**src/rtl/wb_regfile_pkg.sv**
```systemverilog
// ============================================================================
// Module  : wb_regfile_pkg
// Brief   : Shared CPU constants for the write-back stage and register file.
// Revision: 1.0 - initial release
// ============================================================================
`default_nettype none

package wb_regfile_pkg;

    localparam logic [1:0] MTR_ALU  = 2'b00;
    localparam logic [1:0] MTR_MEM  = 2'b01;
    localparam logic [1:0] MTR_PC4  = 2'b10;

    localparam logic [4:0] REG_ZERO = 5'd0;
    localparam logic [4:0] REG_SP   = 5'd29;
    localparam logic [4:0] REG_RA   = 5'd31;

    typedef logic [31:0] word_t;

    // True when an enabled write targets idx; index 0 is never a write target.
    function automatic logic wr_hits(input logic       we,
                                     input logic [4:0] dest,
                                     input logic [4:0] idx);
        return we && (dest != REG_ZERO) && (dest == idx);
    endfunction

endpackage

`default_nettype wire

```
**src/rtl/wb_regfile_if.sv**
```systemverilog
// ============================================================================
// Module  : wb_regfile_if
// Brief   : Write-back and ID-stage read bus of the register file.
// Revision: 1.0 - initial release
// ============================================================================
`default_nettype none

interface wb_regfile_if;
    import wb_regfile_pkg::*;

    logic        WB_RegWrite;
    logic [1:0]  WB_MemtoReg;
    logic [4:0]  WB_Write_register;
    word_t       WB_ALU_out;
    word_t       WB_ReadData;
    word_t       WB_PC_plus_4;
    logic [4:0]  Read_register1;
    logic [4:0]  Read_register2;
    word_t       Read_data1;
    word_t       Read_data2;
    word_t       WB_Write_data;

    modport master (
        output WB_RegWrite, WB_MemtoReg, WB_Write_register,
        output WB_ALU_out, WB_ReadData, WB_PC_plus_4,
        output Read_register1, Read_register2,
        input  Read_data1, Read_data2, WB_Write_data
    );

    modport slave (
        input  WB_RegWrite, WB_MemtoReg, WB_Write_register,
        input  WB_ALU_out, WB_ReadData, WB_PC_plus_4,
        input  Read_register1, Read_register2,
        output Read_data1, Read_data2, WB_Write_data
    );

endinterface

`default_nettype wire

```
**src/rtl/wb_regfile_wb_mux.sv**
```systemverilog
// ============================================================================
// Module  : wb_mux
// Brief   : Combinational write-back data select (ALU / memory / PC+4).
// Revision: 1.0 - initial release
// ============================================================================
`default_nettype none

module wb_mux
    import wb_regfile_pkg::*;
(
    input  wire logic [1:0] i_sel,
    input  wire word_t      i_alu,
    input  wire word_t      i_mem,
    input  wire word_t      i_pc4,
    output word_t           o_data
);

    // Encoding 2'b11 is unassigned and falls back to the ALU result.
    always_comb begin
        o_data = i_alu;
        case (i_sel)
            MTR_MEM: o_data = i_mem;
            MTR_PC4: o_data = i_pc4;
            default: o_data = i_alu;
        endcase
    end

endmodule

`default_nettype wire

```
**src/rtl/wb_regfile.sv**
```systemverilog
// ============================================================================
// Module  : wb_regfile
// Brief   : 31x32 register file with hard-wired zero, write-through bypass.
// Revision: 1.0 - initial release
// ============================================================================
`default_nettype none

module wb_regfile
    import wb_regfile_pkg::*;
#(
    parameter logic [31:0] STACK_TOP = 32'h0000_07FC,
    parameter logic [4:0]  RA_INDEX  = REG_RA
)(
    input  wire logic   clk,
    input  wire logic   reset,
    wb_regfile_if.slave bus
);

    word_t w_wdata;
    word_t w_regs [0:31];
    logic  w_byp_en;

    wb_mux u_wb_mux (
        .i_sel  (bus.WB_MemtoReg),
        .i_alu  (bus.WB_ALU_out),
        .i_mem  (bus.WB_ReadData),
        .i_pc4  (bus.WB_PC_plus_4),
        .o_data (w_wdata)
    );

    assign bus.WB_Write_data = w_wdata;
    assign w_regs[0]         = '0;

    for (genvar i = 1; i < 32; i++) begin : g_reg
        // The link register is an ordinary register and clears like the rest.
        localparam word_t c_rst_val = (5'(i) == REG_SP)   ? STACK_TOP :
                                      (5'(i) == RA_INDEX) ? '0 : '0;
        word_t r_q;

        always_ff @(posedge clk or posedge reset) begin
            if (reset) begin
                r_q <= c_rst_val;
            end else if (wr_hits(bus.WB_RegWrite, bus.WB_Write_register, 5'(i))) begin
                r_q <= w_wdata;
            end
        end

        assign w_regs[i] = r_q;
    end

    // Bypass is masked during reset so the ports show the reset image.
    assign w_byp_en = bus.WB_RegWrite & ~reset;

    assign bus.Read_data1 = wr_hits(w_byp_en, bus.WB_Write_register, bus.Read_register1)
                          ? w_wdata : w_regs[bus.Read_register1];
    assign bus.Read_data2 = wr_hits(w_byp_en, bus.WB_Write_register, bus.Read_register2)
                          ? w_wdata : w_regs[bus.Read_register2];

endmodule

`default_nettype wire

```
**src/flat_wrapper.sv**
```systemverilog
// flat-port wrapper written by rule: the top's interface ports become plain ports
module wb_regfile_flat import wb_regfile_pkg::*;
#(
    parameter logic [31:0] STACK_TOP = 32'h0000_07FC,
    parameter logic [4:0]  RA_INDEX  = REG_RA
)
  (clk, reset, bus_WB_RegWrite, bus_WB_MemtoReg, bus_WB_Write_register, bus_WB_ALU_out, bus_WB_ReadData, bus_WB_PC_plus_4, bus_Read_register1, bus_Read_register2, bus_Read_data1, bus_Read_data2, bus_WB_Write_data);
  wb_regfile_if bus_i ();
  input  wire logic clk;
  input  wire logic reset;
  input wire logic [$bits(bus_i.WB_RegWrite)-1:0] bus_WB_RegWrite;
  input wire logic [$bits(bus_i.WB_MemtoReg)-1:0] bus_WB_MemtoReg;
  input wire logic [$bits(bus_i.WB_Write_register)-1:0] bus_WB_Write_register;
  input wire logic [$bits(bus_i.WB_ALU_out)-1:0] bus_WB_ALU_out;
  input wire logic [$bits(bus_i.WB_ReadData)-1:0] bus_WB_ReadData;
  input wire logic [$bits(bus_i.WB_PC_plus_4)-1:0] bus_WB_PC_plus_4;
  input wire logic [$bits(bus_i.Read_register1)-1:0] bus_Read_register1;
  input wire logic [$bits(bus_i.Read_register2)-1:0] bus_Read_register2;
  output wire logic [$bits(bus_i.Read_data1)-1:0] bus_Read_data1;
  output wire logic [$bits(bus_i.Read_data2)-1:0] bus_Read_data2;
  output wire logic [$bits(bus_i.WB_Write_data)-1:0] bus_WB_Write_data;
  assign bus_i.WB_RegWrite = bus_WB_RegWrite;
  assign bus_i.WB_MemtoReg = bus_WB_MemtoReg;
  assign bus_i.WB_Write_register = bus_WB_Write_register;
  assign bus_i.WB_ALU_out = bus_WB_ALU_out;
  assign bus_i.WB_ReadData = bus_WB_ReadData;
  assign bus_i.WB_PC_plus_4 = bus_WB_PC_plus_4;
  assign bus_i.Read_register1 = bus_Read_register1;
  assign bus_i.Read_register2 = bus_Read_register2;
  assign bus_Read_data1 = bus_i.Read_data1;
  assign bus_Read_data2 = bus_i.Read_data2;
  assign bus_WB_Write_data = bus_i.WB_Write_data;
  wb_regfile #(.STACK_TOP(STACK_TOP), .RA_INDEX(RA_INDEX)) u_core (.clk(clk), .reset(reset), .bus(bus_i));
endmodule
```
**config.mk**
```make
export PLATFORM = sky130hd
export DESIGN_NAME = wb_regfile_flat
export DESIGN_NICKNAME = d
export VERILOG_FILES = /design/src/rtl/wb_regfile_pkg.sv /design/src/rtl/wb_regfile_if.sv /design/src/rtl/wb_regfile_wb_mux.sv /design/src/rtl/wb_regfile.sv /design/src/flat_wrapper.sv
export SDC_FILE = /design/constraint.sdc
export NUM_CORES = 2
export LEC_CHECK = 0
export BUFFER_PORTS_ARGS = -buffer_cell sky130_fd_sc_hd__buf_4
export CELL_PAD_IN_SITES_DETAIL_PLACEMENT = 2
export CELL_PAD_IN_SITES_GLOBAL_PLACEMENT = 2
export CORE_MARGIN = 2
export CORE_UTILIZATION = 45
export DETAILED_ROUTE_END_ITERATION = 6
export HOLD_SLACK_MARGIN = 0.05
export PLACE_DENSITY_LB_ADDON = 0.1
export SYNTH_ARGS = -nofsm -noshare
export SYNTH_HDL_FRONTEND = slang
export SYNTH_SLANG_ARGS = --single-unit
```
**constraint.sdc**
```tcl
create_clock -name clk -period 69.1 [get_ports clk]
set_input_delay 10.365 -clock clk [delete_from_list [all_inputs] [get_ports clk]]
set_output_delay 10.365 -clock clk [all_outputs]
set_load 0.01 [all_outputs]
```
==> impl_metrics.ini <==
[status]
outcome = finished clean

[drt]
drt-initial-drc-count = 3846
first_pass_iters = 5
drc = 0
vias = 44497
postRouteWirelength_um = 226000
via_per_inst = 6.84
drtAntennaViolNets = 0
wl_per_cell_um = 34.8

[clocking]
path_clk_slew_ns = 0.06
root_buffer = clkbuf_16
postCtsHoldBufs = 0
cts_resized = 0
post-cts-setup-buffers = 0
clk_latency_ns = 0.72
cts_buffer_depth = 3
ctsHtreeMaxLevel = 3
cts_buffers = 110
clock_sinks = 992
cts_tree = yes

[placed_design]
place.gp.congestion = 0.801
portBuffers = 211
placed_area_um2 = 54600
place_hpwl_um = 125000

[setup_path]
start_kind = input port
worstPathRequired_ns = 58.74
r2r_start = u_core.g_reg[14].r_q[31]$_DFFE_PP0P_
r2r_cells = 2
path_common_cell = buf_4
path_max_fanout = 73
path_cells = buf_8 -> buf_12 -> buf_4 -> buf_4 -> mux4_2 -> mux2i_1 -> nand2_1 -> o311ai_0 -> a31oi_1 -> buf_4
reg2reg_to = u_core.g_reg[14].r_q[31]$_DFFE_PP0P_
crit_type = input port to output port
crit_end = bus_Read_data2[7]
slowest_stage = buf_4
r2r_slack_ns = 68.12
worstSetupEndpointType = output port
worstSetupStartpoint = bus_Read_register2[0]
cpPeakStageDelay_ns = 0.82
arrival_ns = 14.82

[yosys]
ys_ff_latch = 992
async_flop_share_pct = 100
syn_nets = 5113
synth-simple-area-share_pct = 9.46
ys_types = 43
ys_warn_count = 0
synth_edf_count = 0
synth_ff_type = dfrtp_1
synth_top_family_by_area = multiplexers
synthAdderAreaFrac_pct = 0.0479
synth_xor_area_share_pct = 0.168
syn_area_per_cell_um2 = 10.5
syn_inst = 4995
synth_compound_area_share_pct = 16.4
synth_mux_area_share_pct = 21.7
ys_seq_area_share_pct = 47.5
synth.cell_area_um2 = 52200

[layout]
fin_nets = 5007
design_area_um2 = 58300
reg_top3 = u_core.g.r_q: 992 flops
largest_reg_flops = 992
drive_gt1_share_pct = 19.4
largest-register = u_core.g.r_q
area_growth_pct = 11.7
n_fill_cell = 11583

[die]
dieHeight_um = 345
ioPinCount = 212
start_util_pct = 45.1
rows = 125
die-area_um2 = 119000
core-area_um2 = 116000
die_w_um = 345

[global_route]
grt_usage_pct = 38.3
grt-ovfl-total = 0
grt_pass1_wl_um = 333000
grt_max_degree = 164
first_global_vias = 48862
antenna_found_initial = 4

[sta]
setup_tns_ns = 0
max_slew_margin_pct = 10.4
finalHoldViolCount = 0
rsz0062_at_grt = no
setup_viol = 0
finalCriticalPeriod_ns = 25.19
skew_ns = 0
tightest_slew_ns = 1.34
period_share_pct = 36.5
final_max_slew_viol_count = 0
clock.fmax_ghz = 0.0397

[min_path]
hold_start = u_core.g_reg[19].r_q[19]$_DFFE_PP0P_
hp-class = flop to flop
whs_path_depth = 2

[power]
max-vdd-ir-drop_v = 0.0000200
powerDensity_nw_per_um2 = 29.9
p_leak_nw = 25.7

[flow_run]
cap_violations = 0
## where the power goes
part           internal, mW  switching, mW
clock                 0.362          0.260
sequential            0.682         0.0899
combinational         0.152          0.197
## critical path, delay by kind of cell
| kind | cells | cell delay, ns |
|---|---|---|
| buffers and inverters | 5 | 2.71 |
| AO/OA/AOI/OAI | 2 | 0.48 |
| AND/OR/NAND/NOR | 1 | 0.10 |
| multiplexers | 2 | 0.78 |
## kinds of logic (layout without fill, tap and decap cells)
family	Yosys count	count (layout)
multiplexers	672	672
AO/OA/AOI/OAI	1471	1471
XOR/XNOR	10	10
AND/OR/NAND/NOR	1289	1289
flip-flops	992	992
adder cells (fa/ha/maj)	2	2
buffers and inverters	559	546
other	0	1
## layout make-up
class                      instances  area (um2)  area share (%)
tap                             1524        1910            3.27
antenna                            1        2.50         0.00429
clock inverter                    37         445           0.764
clock buffer                     168        3300            5.66
timing repair buffer             302        2350            4.02
inverter                          39         155           0.266
sequential                       992       24800            42.6
multi-input combinational       3444       25300            43.4
## Yosys cell counts, types with 3 or more instances
cell type | n | share of area (%)
mux2i_1 | 245 | 4.7
mux2_2 | 63 | 1.4
o22a_1 | 31 | 0.52
clkinv_1 | 3 | 0.022
inv_1 | 36 | 0.26
dfstp_2 | 9 | 0.45
nand2b_1 | 7 | 0.084
xor2_1 | 6 | 0.10
o311ai_0 | 53 | 0.89
o21a_1 | 32 | 0.46
nor3b_1 | 3 | 0.043
buf_1 | 13 | 0.093
o21ai_0 | 1003 | 9.6
mux4_2 | 364 | 16
a211o_1 | 21 | 0.35
a22oi_1 | 86 | 1.2
xnor2_1 | 4 | 0.067
buf_4 | 34 | 0.49
dfrtp_1 | 983 | 47
a31oi_1 | 64 | 0.77
a221oi_1 | 60 | 1.0
o22ai_1 | 75 | 0.90
nor3_1 | 6 | 0.057
nand2_1 | 1108 | 8.0
nand3_1 | 9 | 0.086
buf_6 | 10 | 0.22
clkbuf_1 | 372 | 2.7
a22o_1 | 10 | 0.17
o211ai_1 | 32 | 0.46
nor2_1 | 137 | 0.98
buf_2 | 89 | 0.85
nor2b_1 | 11 | 0.13
## layout by cell type, fill, tap and decap left out, drive strengths merged, types with 10 or more instances in the layout
cell type  Yosys  layout
o211ai        32      32
mux2          63      63
o21ai       1003    1003
a22o          10      10
clkinv         3      19
clkbuf       374     168
a22oi         86      86
dfrtp        983     983
buf          146     302
mux4         364     364
o21a          32      32
o22a          31      31
mux2i        245     245
nor2b         11      11
a211o         21      21
nor2         137     137
a221oi        60      60
a31oi         64      64
nand2       1108    1108
inv           36      43
o311ai        53      53
o22ai         75      75
## stage by stage
step	util [%]	worst slack [ns]	hold slack, ns	cells	total power [mW]
3_3_place_gp	47.2	44.07	0.473	6301	1.09
6_report	50.4	43.91	0.501	6507	1.74
4_1_cts	50.4	44.01	0.503	6506	1.75
2_1_floorplan	-	30.84	0.460	4995	0.982
5_1_grt	50.4	43.72	0.528	6506	1.81
3_5_place_dp	47.2	44.04	0.490	6301	1.12
## worst min-delay path by stage
stage,end
5_1_grt,u_core.g_reg[3].r_q[9]$_DFFE_PP0P_
6_report,u_core.g_reg[19].r_q[19]$_DFFE_PP0P_
3_3_place_gp,u_core.g_reg[10].r_q[20]$_DFFE_PP0P_
2_1_floorplan,u_core.g_reg[3].r_q[0]$_DFFE_PP0P_
4_1_cts,u_core.g_reg[19].r_q[19]$_DFFE_PP0P_
3_5_place_dp,u_core.g_reg[29].r_q[5]$_DFFE_PP1P_
## metal layers
layer / vias up / part of all wire [%] / wire length, um / global-route usage (%)
li1: 17876 / - / - / -
met1: 24164 / 39 / 89100 / 48.5
met2: 1807 / 48 / 110000 / 63.2
met3: 642 / 6.3 / 14300 / 6.52
met4: 8 / 6.0 / 13500 / 20.3
met5: - / 0.024 / 55 / 0
Power figures use the tool's default switching activity.
